--- src/rtl/pmod_pkg.sv ---
`default_nettype none
// ============================================================================
// Module      : pmod_pkg
// Description : Shared constants and types for the PMOD receive path.
//               Holds the power-field width, the pin map of the raw PMOD
//               vector and the throw-acceptance state type.
// Revision    : 1.0 - initial release
// ============================================================================
package pmod_pkg;

    localparam int POWER_W     = 5;

    // Raw pin map: [0] p1_ready, [1] p2_ready, [POWER_W+1:2] power,
    // [POWER_W+2] throw
    localparam int PIN_P1      = 0;
    localparam int PIN_P2      = 1;
    localparam int PIN_PWR_LSB = 2;
    localparam int PIN_THROW   = POWER_W + 2;

    typedef enum logic [0:0] {
        HOLD = 1'b0,
        IDLE = 1'b1
    } rx_state_t;

endpackage
`default_nettype wire

--- src/rtl/pmod_if.sv ---
`default_nettype none
// ============================================================================
// Module      : pmod_if
// Description : Game-signal bundle produced by the PMOD receiver. The
//               receiver drives it through modport out, local game logic
//               reads it through modport in.
// Revision    : 1.0 - initial release
// ============================================================================
interface pmod_if
    import pmod_pkg::*;
();

    logic               player1_ready;
    logic               player2_ready;
    logic [POWER_W-1:0] power;
    logic               throw_flag;

    modport out (
        output player1_ready,
        output player2_ready,
        output power,
        output throw_flag
    );

    modport in (
        input  player1_ready,
        input  player2_ready,
        input  power,
        input  throw_flag
    );

endinterface
`default_nettype wire

--- src/rtl/pmod_sync_filter.sv ---
`default_nettype none
// ============================================================================
// Module      : pmod_sync_filter
// Description : Per-bit multi-flop synchroniser followed by a whole-vector
//               stability filter. The filtered vector only takes a new value
//               once the synchronised vector has held it for STABLE_CYCLES
//               consecutive cycles.
// Revision    : 1.0 - initial release
// ============================================================================
module pmod_sync_filter #(
    parameter int WIDTH         = 8,
    parameter int SYNC_STAGES   = 2,
    parameter int STABLE_CYCLES = 4
) (
    input  wire logic             clk,
    input  wire logic             rst,
    input  wire logic [WIDTH-1:0] i_pins,
    output logic      [WIDTH-1:0] o_filt,
    output logic      [WIDTH-1:0] o_filt_next,
    output logic                  o_load
);

    localparam logic [7:0] c_STABLE = 8'(STABLE_CYCLES);

    logic [WIDTH-1:0] r_sync [SYNC_STAGES];
    logic [WIDTH-1:0] r_prev;
    logic [WIDTH-1:0] r_filt;
    logic [7:0]       r_cnt;
    logic [WIDTH-1:0] w_sync;
    logic [7:0]       w_cnt_next;
    logic             w_load;

    assign w_sync = r_sync[SYNC_STAGES-1];

    // Plain flop chain per pin; nothing sits between stages
    always_ff @(posedge clk) begin
        if (rst) begin
            for (int i = 0; i < SYNC_STAGES; i++) begin
                r_sync[i] <= '0;
            end
        end else begin
            r_sync[0] <= i_pins;
            for (int i = 1; i < SYNC_STAGES; i++) begin
                r_sync[i] <= r_sync[i-1];
            end
        end
    end

    // Counter holds the number of repeats after the first sighting, so the
    // vector has been seen for r_cnt+1 cycles; any bit change restarts it
    always_comb begin
        w_cnt_next = r_cnt;
        if (w_sync != r_prev) begin
            w_cnt_next = '0;
        end else if (r_cnt != c_STABLE) begin
            w_cnt_next = r_cnt + 8'd1;
        end
    end

    assign w_load      = (w_cnt_next >= (c_STABLE - 8'd1));
    assign o_filt_next = w_load ? w_sync : r_filt;
    assign o_filt      = r_filt;
    assign o_load      = w_load;

    // Track the previous synchronised vector, the run length and the filtered vector
    always_ff @(posedge clk) begin
        if (rst) begin
            r_prev <= '0;
            r_cnt  <= '0;
            r_filt <= '0;
        end else begin
            r_prev <= w_sync;
            r_cnt  <= w_cnt_next;
            r_filt <= o_filt_next;
        end
    end

endmodule
`default_nettype wire

--- src/rtl/pmod_rx.sv ---
`default_nettype none
// ============================================================================
// Module      : pmod_rx
// Description : Receiving end of the inter-board PMOD link. Synchronises and
//               filters the raw pins, then runs the throw-acceptance FSM that
//               emits a one-cycle accept pulse (with captured power) or a
//               one-cycle reject pulse.
//               Optional macro PMOD_RX_CNT_EN adds a saturating 8-bit count
//               of accepted throws on port throw_cnt.
// Revision    : 1.0 - initial release
// ============================================================================
module pmod_rx #(
    parameter int SYNC_STAGES   = 2,
    parameter int STABLE_CYCLES = 4,
    parameter int POWER_W       = pmod_pkg::POWER_W
) (
    input  wire logic               clk,
    input  wire logic               rst,
    input  wire logic [POWER_W+2:0] pmod_pins,
    pmod_if.out                     rx,
    output logic                    throw_reject
`ifdef PMOD_RX_CNT_EN
    ,
    output logic [7:0]              throw_cnt
`endif
);

    localparam int c_W = POWER_W + 3;

    logic [c_W-1:0]       w_filt;
    logic [c_W-1:0]       w_filt_next;
    logic                 w_load;
    logic                 w_accept;
    logic                 w_unused;

    pmod_pkg::rx_state_t  r_state;
    logic [POWER_W-1:0]   r_power;
    logic                 r_flag;
    logic                 r_reject;

    pmod_sync_filter #(
        .WIDTH         (c_W),
        .SYNC_STAGES   (SYNC_STAGES),
        .STABLE_CYCLES (STABLE_CYCLES)
    ) u_filter (
        .clk         (clk),
        .rst         (rst),
        .i_pins      (pmod_pins),
        .o_filt      (w_filt),
        .o_filt_next (w_filt_next),
        .o_load      (w_load)
    );

    // Decisions use the vector being loaded this cycle so the pulses line up
    // with the filtered vector instead of trailing it by a cycle
    assign w_accept = w_filt_next[pmod_pkg::PIN_P1] & w_filt_next[pmod_pkg::PIN_P2]
                    & (|w_filt_next[pmod_pkg::PIN_PWR_LSB +: POWER_W]);

    // Power bits of the settled vector are only consumed via w_filt_next
    assign w_unused = ^w_filt[pmod_pkg::PIN_PWR_LSB +: POWER_W];

    // HOLD leaves only on a real filter load with throw low, so a throw that
    // was already high through reset can never register as a rising edge
    always_ff @(posedge clk) begin
        if (rst) begin
            r_state  <= pmod_pkg::HOLD;
            r_power  <= '0;
            r_flag   <= 1'b0;
            r_reject <= 1'b0;
        end else begin
            r_flag   <= 1'b0;
            r_reject <= 1'b0;
            case (r_state)
                pmod_pkg::HOLD: begin
                    if (w_load && !w_filt_next[pmod_pkg::PIN_THROW]) begin
                        r_state <= pmod_pkg::IDLE;
                    end
                end
                pmod_pkg::IDLE: begin
                    if (w_filt_next[pmod_pkg::PIN_THROW] && !w_filt[pmod_pkg::PIN_THROW]) begin
                        r_state <= pmod_pkg::HOLD;
                        if (w_accept) begin
                            r_power <= w_filt_next[pmod_pkg::PIN_PWR_LSB +: POWER_W];
                            r_flag  <= 1'b1;
                        end else begin
                            r_reject <= 1'b1;
                        end
                    end
                end
                default: r_state <= pmod_pkg::HOLD;
            endcase
        end
    end

    assign rx.player1_ready = w_filt[pmod_pkg::PIN_P1];
    assign rx.player2_ready = w_filt[pmod_pkg::PIN_P2];
    assign rx.power         = r_power;
    assign rx.throw_flag    = r_flag;
    assign throw_reject     = r_reject;

`ifdef PMOD_RX_CNT_EN
    logic [7:0] r_cnt;

    // Accepted-throw tally, saturating so it never wraps back to zero
    always_ff @(posedge clk) begin
        if (rst) begin
            r_cnt <= '0;
        end else if (r_flag && (r_cnt != 8'hFF)) begin
            r_cnt <= r_cnt + 8'd1;
        end
    end

    assign throw_cnt = r_cnt;
`endif

endmodule
`default_nettype wire
--- src/flat_wrapper.sv ---
// flat-port wrapper written by rule: the top's interface ports become plain ports
module pmod_rx_flat 
#(
    parameter int SYNC_STAGES   = 2,
    parameter int STABLE_CYCLES = 4,
    parameter int POWER_W       = pmod_pkg::POWER_W
)
  (clk, rst, pmod_pins, throw_reject, rx_player1_ready, rx_player2_ready, rx_power, rx_throw_flag);
  pmod_if rx_i ();
  input  wire logic clk;
  input  wire logic rst;
  input  wire logic [POWER_W+2:0] pmod_pins;
  output logic throw_reject;
  output wire logic [$bits(rx_i.player1_ready)-1:0] rx_player1_ready;
  output wire logic [$bits(rx_i.player2_ready)-1:0] rx_player2_ready;
  output wire logic [$bits(rx_i.power)-1:0] rx_power;
  output wire logic [$bits(rx_i.throw_flag)-1:0] rx_throw_flag;
  assign rx_player1_ready = rx_i.player1_ready;
  assign rx_player2_ready = rx_i.player2_ready;
  assign rx_power = rx_i.power;
  assign rx_throw_flag = rx_i.throw_flag;
  pmod_rx #(.SYNC_STAGES(SYNC_STAGES), .STABLE_CYCLES(STABLE_CYCLES), .POWER_W(POWER_W)) u_core (.clk(clk), .rst(rst), .pmod_pins(pmod_pins), .rx(rx_i), .throw_reject(throw_reject));
endmodule
--- config.mk ---
export PLATFORM = sky130hd
export DESIGN_NAME = pmod_rx_flat
export DESIGN_NICKNAME = d
export VERILOG_FILES = /design/src/rtl/pmod_pkg.sv /design/src/rtl/pmod_if.sv /design/src/rtl/pmod_sync_filter.sv /design/src/rtl/pmod_rx.sv /design/src/flat_wrapper.sv
export SDC_FILE = /design/constraint.sdc
export NUM_CORES = 1
export LEC_CHECK = 0
export BUFFER_PORTS_ARGS = -buffer_cell sky130_fd_sc_hd__buf_4
export CORE_AREA = 2 2 76 78
export CTS_BUF_LIST = sky130_fd_sc_hd__clkbuf_8
export DETAILED_ROUTE_END_ITERATION = 8
export DIE_AREA = 0 0 78 80
export SETUP_SLACK_MARGIN = 0.2
export SLEW_MARGIN = 25
export SYNTH_ARGS = -nofsm -noshare
export SYNTH_HDL_FRONTEND = slang
export SYNTH_HIERARCHICAL = 1
export SYNTH_SLANG_ARGS = --single-unit
--- constraint.sdc ---
create_clock -name clk -period 5 [get_ports clk]
set_input_delay 1.25 -clock clk [delete_from_list [all_inputs] [get_ports clk]]
set_output_delay 1.25 -clock clk [all_outputs]
set_load 0.01 [all_outputs]
# Yosys cells after proc, flatten, opt, wreduce, memory -nomap -nowiden
# Memory sizes are Yosys's and may differ from the RTL's.
# Cells that the tools add are included.
[totals]
reg_bits = 32
ramBits = 16
word_cells = 38
mem_count = 1
[memory_table]
columns = ["memory", "words", "width", "read_ports", "rd_ports_with_merged_regs", "write_ports", "line_no", "rtl"]
rows = [
  ["u_core.u_filter.r_sync", 2, 8, 2, 0, 2, "pmod_sync_filter.sv:25", "logic [WIDTH-1:0] r_sync [SYNC_STAGES];"],
]
[classes]
add_sub_neg = 1
n_lt_le_gt_ge = 1
eq_ne = 2
muxes = 13
n_bitwise = 6
reduce_logical = 7
[ops]
columns = ["cell", "count"]
rows = [
  ["8-bit 2-to-1 mux", 5],
  ["8-bit by 1-bit adder with 8-bit output (second input constant)", 1],
  ["8-bit by 2-bit >= comparator with 1-bit output (second input constant)", 1],
  ["8-bit by 3-bit != test with 1-bit output (second input constant)", 1],
  ["8-bit != test", 1],
  ["1-bit 2-to-1 mux", 7],
  ["5-bit OR reduction", 1],
  ["3-bit AND reduction", 1],
  ["3-bit OR reduction", 1],
  ["1-bit bitwise AND", 2],
  ["1-bit logical AND", 2],
  ["1-bit logical NOT", 2],
  ["1-bit inverter", 2],
  ["1-bit OR", 2],
  ["1-bit case mux with 2 select lines", 1],
]

# Depth between registers and ports, before layout
[depth]
ltp_word = 9
ltp_mapped = 11

# Modules after synthesis
# The synthesis kept the hierarchy.
[modules_own_cells]
columns = ["module", "instances", "cells_each", "area_per_inst_um2", "seq_area_each_um2"]
rows = [
  ["pmod_sync_filter", 1, 210, 1981.9, 800.8],
  ["pmod_rx", 1, 36, 377.9, 160.2],
]

# Least setup slack after synthesis
# Ideal clock, no wire load.
[synth_path]
kind = "flip-flop to flip-flop"
start = "reg u_core.u_filter.r_cnt[0]"
end = "reg u_core.r_power[0], in the netlist u_core/rx.power[0]"
t_arrival_ns = 2.594
t_required_ns = 4.928
path_slack_ns = 2.334
path_stages_with_launch = 11
period_less_slack_ns = 2.666
path_cell_list = "dfxtp_1 ha_1 and4_1 o21ai_2 a21oi_2 a21oi_1 buf_4 mux2i_1 nand3b_4 a211oi_4 mux2i_1"
[synth_between]
word_cells_on_any_way = 11
cone_classes = "add/sub: 1; order compare: 1; eq/ne: 1; mux: 3; bitwise: 2; reduce/logical: 3"
[synth_lines]
columns = ["element", "line_no", "rtl"]
rows = [
  ["start, declared", "pmod_sync_filter.sv:28", "logic [7:0] r_cnt;"],
  ["start signal, assigned", "pmod_sync_filter.sv:73", "r_cnt <= w_cnt_next;"],
  ["8-bit by 1-bit adder with 8-bit output / 8-bit by 3-bit != test with 1-bit output (equally long branches)", "pmod_sync_filter.sv:56, pmod_sync_filter.sv:55", ""],
  ["8-bit 2-to-1 mux *", "pmod_sync_filter.sv:55", "end else if (r_cnt != c_STABLE) begin"],
  ["8-bit 2-to-1 mux *", "pmod_sync_filter.sv:53", "if (w_sync != r_prev) begin"],
  ["8-bit by 2-bit >= comparator with 1-bit output *", "pmod_sync_filter.sv:60", "assign w_load = (w_cnt_next >= (c_STABLE - 8'd1));"],
  ["named net u_core.w_load", "pmod_rx.sv:32", "logic w_load;"],
  ["8-bit 2-to-1 mux *", "pmod_sync_filter.sv:61", "assign o_filt_next = w_load ? w_sync : r_filt;"],
  ["named net u_core.w_filt_next[7]", "pmod_rx.sv:31", "logic [c_W-1:0] w_filt_next;"],
  ["1-bit logical AND *", "pmod_rx.sv:80", "if (w_filt_next[pmod_pkg::PIN_THROW] && !w_filt[pmod_pkg::PIN_THROW]) begin"],
  ["3-bit AND reduction (no source line) *", "--", ""],
  ["end signal, assigned", "pmod_rx.sv:83", "r_power <= w_filt_next[pmod_pkg::PIN_PWR_LSB +: POWER_W];"],
  ["end, declared", "pmod_rx.sv:37", "logic [POWER_W-1:0] r_power;"],
]
# Mark *: on every way through the listed nets, which the timed path passes. The rest lies on a longest branch.
# A chain may end at the register's enable or synchronous reset.

# Worst setup path in the final report
[layout_path]
start = "reg u_core.u_filter.r_cnt[0]"
end = "reg u_core.r_power[2], in the netlist u_core/rx.power[2]"
# The elaborated chain is that of the path after synthesis.

==> out/qor.csv <==
metric;value;unit
status;finished, final reports clean;
first_iter_violations;87;
cts_tree;yes;
p_total;0.756;mW
yosys.area.top_type;dfxtp_1;
clockBufferDepth;2;
synth_mux_area_share;8.48;%
layout-drive-gt1-share;18.1;%
synth-simple-area-share;24.6;%
crit_start;u_core/u_filter/r_cnt[0];
p_per_area;288;nW/um2
reg2regPathDepth;9;
vdd_drop_max;0.000150;V
timing.final.ws_setup;1.76;ns
yosys_most_used_dff;dfxtp_1;
ys_seq_area_share;40.7;%
clk_pin_slew;0.09;ns
place_inst;323;
setup_viol;0;
synthDistinctLibCells;42;
wirelength;4.28;mm
maxSlewViolCount;0;
required;5.24;ns
crit_fanout;9;
min_period;3.24;ns
start_util;43.7;%
synth-edff-count;0;
path_delay_family;compound AO/OA/AOI/OAI gates;
nFillCells;535;
syn2layout_area_growth;11.3;%
cp-end-kind;flip-flop;
port_buffers;18;
r2r_start;u_core/u_filter/r_cnt[0];
die_y;80;um
synth_top_family_by_area;simple AND/OR/NAND/NOR gates;
cap_viol_max_count;0;
vias;1670;
cp-endpoint;u_core/rx.power[2];
worst_r2r_endpoint;u_core/rx.power[2];
core_area;5410;um2
final.setup.tns;0;ns
grt_pass1_vias;1531;
min_path_cells;1;
cts_num_sinks;48;
worstMarginPinSlew;0.636;ns
crit_cells;9;
place_congestion;0.767;
diodes;0;
postLayoutCoreUtil;48.6;%
die_x;78;um
dr.pass1.iters;4;
antenna_left;0;
cpPeakStageDelay;0.58;ns
cts-buffers-inserted;5;
synth-seq-cells;48;
synth_xor_area_share;5.94;%
rsz0062_at_grt;no;
synth-compound-area-share;12.6;%
cts-htree-levels;2;
dpl_cell_area;2500;um2
slowest_stage;a21oi_2;
fin_cells;331;
synth-adder-area-share;1.06;%
vias_per_cell;5.05;
postCtsHoldBufs;0;
synth_area;2360;um2
antenna_found_initial;0;
relSlewSlack;57.6;%
ys_top_cells_by_count;48 x dfxtp_1, 20 x inv_1, 20 x mux2i_1;
crit_top_cell;mux2i_1;
rows;27;
clk_latency;0.30;ns
grt_overflow;0;
synthArstFlopShare;0;%
critPathKind;flip-flop to flip-flop;
place_hpwl;2.90;mm
period_share;64.9;%
grt_max_degree;60;
postCtsSetupBuffers;0;
die-area;6240;um2
drc;0;
yosysWarningCount;6;
synth_most_common_cell;dfxtp_1;
hold_slack;0.441;ns
track_usage;15.0;%
synth_cells;246;
fin_area;2630;um2
wire_per_inst;12.9;um
r2r_slack;1.76;ns
yosysTopAreaCellShare;40.7;%
cp_num_buf_inv;0;
syn_nets;258;
fin_nets;270;
skew;0.00915;ns
fmaxAchievable;308;MHz
cp_cell_sequence;ha_1 -> and4_1 -> and2_2 -> o311ai_0 -> a21oi_2 -> mux2i_1 -> nand3b_4 -> a211oi_4 -> mux2i_1;
place_ws;1.48;ns
hold_viol_final;0;
syn_area_per_cell;9.59;um2
cts_root_buf;clkbuf_8;
cts_resized;0;
io_pins;19;
crit_arrival;3.48;ns
power.leakage;0.854;nW
grt_pass1_wl;7.48;mm
yosys-top-cells-area;dfxtp_1 41%, mux2i_1 8.5%, xnor2_1 5.2%;
start_kind;flip-flop;
hold_class;flip-flop to flip-flop;
where the power goes:
group / switching (mW) / internal, mW
clock network: 0.132 / 0.151
logic: 0.0459 / 0.0281
registers: 0.00605 / 0.393
total: 0.184 / 0.572
state kept, by name (all words and copies together) (netlist names):
signal / cells
u_core/r_state: 1
u_core/rx.power: 5
u_core/rx.throw_flag: 1
u_core/throw_reject: 1
u_core/u_filter/o_filt: 8
u_core/u_filter/r_cnt: 8
u_core/u_filter/r_prev: 8
u_core/u_filter/r_sync: 16
kinds of logic after synthesis:
| family | Yosys count |
|---|---|
| and+or+nand+nor | 97 |
| DFF | 48 |
| buffers and inverters | 33 |
| AOI/OAI and AO/OA | 30 |
| muxes | 20 |
| xor gates and xnor gates | 16 |
| adders and majority gates | 2 |
final cells by class:
class                      instances  area [um2]  share of cell area [%]
timing repair buffer              18         135                    5.14
clock buffer                       5        68.8                    2.62
tap                               72        90.1                    3.43
clock inverter                     3        47.5                    1.81
multi-input combinational        165        1250                    47.6
inverter                          20        75.1                    2.86
sequential                        48         961                    36.6
worst min path at each step:
stage / startpoint / endpoint / slack (ns)
6_report: u_core/u_filter/r_sync[0][1] / u_core/u_filter/r_sync[0][9] / 0.44
5_1_grt: u_core/u_filter/r_sync[0][2] / u_core/u_filter/r_sync[0][10] / 0.46
4_1_cts: u_core/u_filter/r_sync[0][1] / u_core/u_filter/r_sync[0][9] / 0.45
3_5_place_dp: u_core/u_filter/r_sync[0][1] / u_core/u_filter/r_sync[0][9] / 0.42
3_3_place_gp: u_core/u_filter/r_sync[0][4] / u_core/u_filter/r_sync[0][12] / 0.42
2_1_floorplan: u_core/u_filter/r_sync[0][2] / u_core/u_filter/r_sync[0][10] / 0.41
placed cells by master, fill, tap and decap left out, types with 2 or more instances in the layout:
cell type and count:
ha_1 2, nand2b_1 11, and4_1 2, nor2b_1 17
or3_1 8, xor2_1 2, o221ai_2 8, buf_4 18
a21oi_2 2, or2_2 2, clkbuf_8 5, a21oi_1 3
nor3b_1 2, a211oi_1 9, nand2_1 12, nand3_1 3
inv_1 20, xnor2_1 14, mux2i_1 20, clkinv_4 2
nor2_1 14, nor3_1 13, nand4_1 3, dfxtp_1 48
per-layer routing:
layer / vias up / wire length [um] / track usage (%)
met4: 0 / 38 / 5.44
met1: 771 / 2280 / 22.1
met2: 27 / 1810 / 20.9
li1: 868 / - / -
met5: - / 0 / 0
met3: 4 / 150 / 3.73
worst register-to-register path, cell delays in order, from the launching register on:
cell and delay [ns]:
dfxtp_1 0.46, ha_1 0.33, and4_1 0.31, and2_2 0.20
o311ai_0 0.17, a21oi_2 0.58, mux2i_1 0.41, nand3b_4 0.15
a211oi_4 0.37, mux2i_1 0.22
(Power assumes the default switching activity.)
